--- src/rtl/stream_word_checker_pkg.sv ---
// Shared types, default widths and helpers for the stream word checker.
package stream_word_checker_pkg;

   localparam int unsigned DEF_BYTE_W         = 8;
   localparam int unsigned DEF_WORD_BYTES     = 4;
   localparam int unsigned DEF_PREAMBLE_BYTES = 16;
   localparam int unsigned DEF_FIFO_DEPTH     = 4;
   localparam int unsigned DEF_TIMEOUT_CYCLES = 100;
   localparam int unsigned DEF_CNT_W          = 16;

   // Byte placement inside a packed word
   localparam bit LSB_FIRST_ORDER = 1'b0;
   localparam bit MSB_FIRST_ORDER = 1'b1;

   // Loader phase: discarding preamble, or packing payload bytes
   typedef enum logic {
      ST_PREAMBLE = 1'b0,
      ST_PACK     = 1'b1
   } load_state_e;

   // Bits needed to hold values 0..n-1 (at least one bit)
   function automatic int unsigned cnt_bits(input int unsigned n);
      return (n < 2) ? 1 : $clog2(n);
   endfunction

endpackage

--- src/rtl/stream_word_checker_fifo.sv ---
// Synchronous FIFO holding expected words; head is the oldest entry.
module sync_fifo
   import stream_word_checker_pkg::*;
#(
   parameter int unsigned WIDTH = 32,
   parameter int unsigned DEPTH = 4
) (
   input  logic             clk_i,
   input  logic             reset_i,
   input  logic             push_i,
   input  logic [WIDTH-1:0] push_data_i,
   input  logic             pop_i,
   output logic             full_o,
   output logic             empty_o,
   output logic [WIDTH-1:0] head_o
);

   localparam int unsigned AW = cnt_bits(DEPTH);

   logic [AW:0]      wr_ptr_q;
   logic [AW:0]      rd_ptr_q;
   logic [WIDTH-1:0] mem_q [DEPTH];
   logic             do_push;
   logic             do_pop;

   assign empty_o = (wr_ptr_q == rd_ptr_q);
   assign full_o  = (wr_ptr_q[AW-1:0] == rd_ptr_q[AW-1:0]) &&
                    (wr_ptr_q[AW] != rd_ptr_q[AW]);
   assign do_push = push_i & ~full_o;
   assign do_pop  = pop_i & ~empty_o;
   assign head_o  = mem_q[rd_ptr_q[AW-1:0]];

   // Pointer update; index bits address storage, top bit tracks wrap
   always_ff @(posedge clk_i) begin
      if (reset_i) begin
         wr_ptr_q <= '0;
         rd_ptr_q <= '0;
      end else begin
         if (do_push) wr_ptr_q <= wr_ptr_q + (AW+1)'(1);
         if (do_pop)  rd_ptr_q <= rd_ptr_q + (AW+1)'(1);
      end
   end

   // Storage write; contents need no reset since empty gates the head
   always_ff @(posedge clk_i) begin
      if (do_push) mem_q[wr_ptr_q[AW-1:0]] <= push_data_i;
   end

endmodule

--- config.mk ---
export PLATFORM = sky130hd
export DESIGN_NAME = sync_fifo
export DESIGN_NICKNAME = d
export VERILOG_FILES = /design/src/rtl/stream_word_checker_pkg.sv /design/src/rtl/stream_word_checker_fifo.sv
export SDC_FILE = /design/constraint.sdc
export NUM_CORES = 1
export LEC_CHECK = 0
export CORE_AREA = 2 2 111 166
export CTS_BUF_LIST = sky130_fd_sc_hd__clkbuf_16
export DETAILED_ROUTE_END_ITERATION = 16
export DIE_AREA = 0 0 113 168
export MAX_ROUTING_LAYER = met4
export PLACE_DENSITY_LB_ADDON = 0.08
export SYNTH_ARGS = -nofsm -noshare
export SYNTH_HDL_FRONTEND = slang
export SYNTH_SLANG_ARGS = --single-unit
--- constraint.sdc ---
create_clock -name clk_i -period 6.9 [get_ports clk_i]
set_input_delay 1.035 -clock clk_i [delete_from_list [all_inputs] [get_ports clk_i]]
set_output_delay 1.035 -clock clk_i [all_outputs]
set_load 0.1 [all_outputs]
==> flow_summary.toml <==
[worst_setup_path]
arrival_ns = 3.10
max_stage_delay_ns = 0.99
timing.rr.end = "mem_q[1][4]"
required_ns = 5.86
ff2ff_setup_slack_ns = 4.55
worstPathCellList = "buf_4 -> mux4_2 -> clkdlybuf4s50_1"
worstRegToRegCells = 3
end_kind = "output port"
crit_type = "reg2out"
reg2reg_from = "wr_ptr_q[1]"
crit_path_top_delay_cell = "clkdlybuf4s50_1"
cp_max_fo = 21
cpLargestDelayFamily = "buffers and inverters"
startpoint_type = "flip-flop"
critPathBufInv = 2

[hold_path]
hold_class = "reg2reg"
min-delay-start = "wr_ptr_q[2]"
hold_path_depth = 2
hold_path_end = "wr_ptr_q[2]"

[final_layout]
area_delta_synth_final_pct = 30.1
multi_input_area_mm2 = 0.00111
n_fill_cell = 1667
final_common_cell = "edfxtp_1"
insertedDiodeCount = 0
nets = 356
final_cell_mix = "128 x edfxtp_1, 69 x clkdlybuf4s50_1, 32 x mux4_2"
ff_latch_area_mm2 = 0.00401
drive_gt1_frac = 0.216

[detailed_routing]
route.antenna.remaining_nets = 0
viasPerCell = 4.60
drtIter0Drc = 130
drt-total-wl_um = 10300
routedWlPerCell_um = 18.9
remaining_drc_errors = 4
num_vias = 2505
firstDrtPassIters = 10

[timing]
setup_tns_ns = 0
post-route-period-util = 0.600
fmax_mhz = 242
final_max_slew_viol_count = 0
final-hold-violation-count = 0
period_needed_ns = 4.14
rsz0062_at_grt = "no"
finalClockSkew_ns = 0.0104
finalSetupViolations = 0
slew_headroom = 0.306
worstMarginPinSlew_ns = 1.04

[synth]
ys_ff_latch = 136
syn_area_mm2 = 0.00518
synth_nets = 276
synth_cell_type_count = 29
yosysWarningCount = 0
syn-instance-count = 235
synth.avg_cell_area_um2 = 22.0
synth-seq-area-share = 0.773

[clock_tree]
post-cts-setup-buffers = 0
cts_hold_buf = 0
clock_sinks = 136
cts_made_buffers = 17
ctsHtreeMaxLevel = 4
cts_tree = "built"
clk_latency_ns = 0.40
cts_resized = 0
clkTransAtPathRegs_ns = 0.06
cts_root_buf = "clkbuf_16"
clk_path_buf_depth = 2

[global_route]
antenna_found_initial = 0
first_global_vias = 2779
grt_max_degree = 33
grt_pass1_wl_um = 16000
grt_usage = 0.119
grt_overflow = 0

[outcome]
violations = "DRC"
outcome = "finished, violations left"

[floorplanning]
dieArea_mm2 = 0.0190
die_y_um = 168
row_count = 60
start_util = 0.292
die_width_um = 113
core-area_mm2 = 0.0177
io_pins = 70

[placement]
dp_hpwl_um = 6130
place_congestion = 0.739
io_buffer_count = 69

[run]
drv_cap = 0
[cells in the mapped netlist]
cell type    n  area [µm²]
and3_1       1        6.26
buf_6        1        11.3
ha_1         5        62.6
and2_1       3        18.8
a41oi_1      2        17.5
o211ai_1     5        37.5
clkbuf_8     1        13.8
a211o_1      1        8.76
nand3b_1     1        7.51
or3_1        1        6.26
nand4_1      2        12.5
xnor2_1      3        26.3
clkbuf_4     1        7.51
a31oi_1      4        25.0
buf_1        3        11.3
dfxtp_1      8         160
nand3_1      3        15.0
mux4_2      32         721
or4_1        1        7.51
a211o_2      1        10.0
buf_2        4        20.0
inv_1        4        15.0
nor3b_1      4        30.0
nor2_1       2        7.51
edfxtp_1   128        3840
o21ai_0      4        20.0
xor2_1       3        26.3
nand2_1      5        18.8
a21oi_1      2        10.0
[cell families (layout without fill, tap and decap cells)]
logic type               Yosys count  count (layout)  share of synthesized area
flip-flops                       136             136                      0.773
adder cells (fa/ha/maj)            5               5                     0.0121
AND/OR/NAND/NOR                   23              23                     0.0251
XOR/XNOR                           6               6                     0.0102
buffers and inverters             14             107                     0.0152
AO/OA/AOI/OAI                     19              19                     0.0249
multiplexers                      32              32                      0.139
[tightest hold or removal path, cell delays in order (launching register included)]
cell and delay, ns:
dfxtp_1 0.35, nand2_1 0.07, a31oi_1 0.07
[flip-flops by register name (all words and copies together) (netlist names), named ones only]
register / count
rd_ptr_q: 3
wr_ptr_q: 3
mem_q: 128
[layout make-up]
type / instances / share of cell area
Clock buffer: 17 / 0.0631
Clock inverter: 15 / 0.0297
Inverter: 4 / 0.00223
Multi-Input combinational cell: 85 / 0.165
Sequential cell: 136 / 0.595
Tap cell: 217 / 0.0403
Timing Repair Buffer: 71 / 0.105
[metrics by stage]
step	instances	hold WS, ns	worst slack [ns]	utilization	area, µm²
floorplan	235	0.494	3.62	-	5180
global placement	513	0.529	3.04	0.345	6110
detailed placement	513	0.536	3.05	0.345	6110
CTS	545	0.547	2.61	0.380	6740
global route	545	0.590	2.54	0.380	6740
finish	545	0.547	2.76	0.380	6740
[how the worst max path moves through the flow]
stage / slack (ns) / depth (start not counted) / end
finish: 2.76 / 3 / head_o[28]
CTS: 2.61 / 3 / head_o[10]
global placement: 3.04 / 3 / head_o[10]
detailed placement: 3.05 / 3 / head_o[10]
global route: 2.54 / 3 / head_o[10]
floorplan: 3.62 / 4 / empty_o
[metal layers]
metal	vias up	track usage	wire [µm]
met5	-	-	0
met4	0	0.0445	101
met3	5	0.0306	314
met2	46	0.203	5690
met1	1311	0.134	4220
li1	1143	-	-
Power is left out: the tool's default activity adds up to more than one toggle a clock period on the data nets, which glitch-free logic cannot reach.
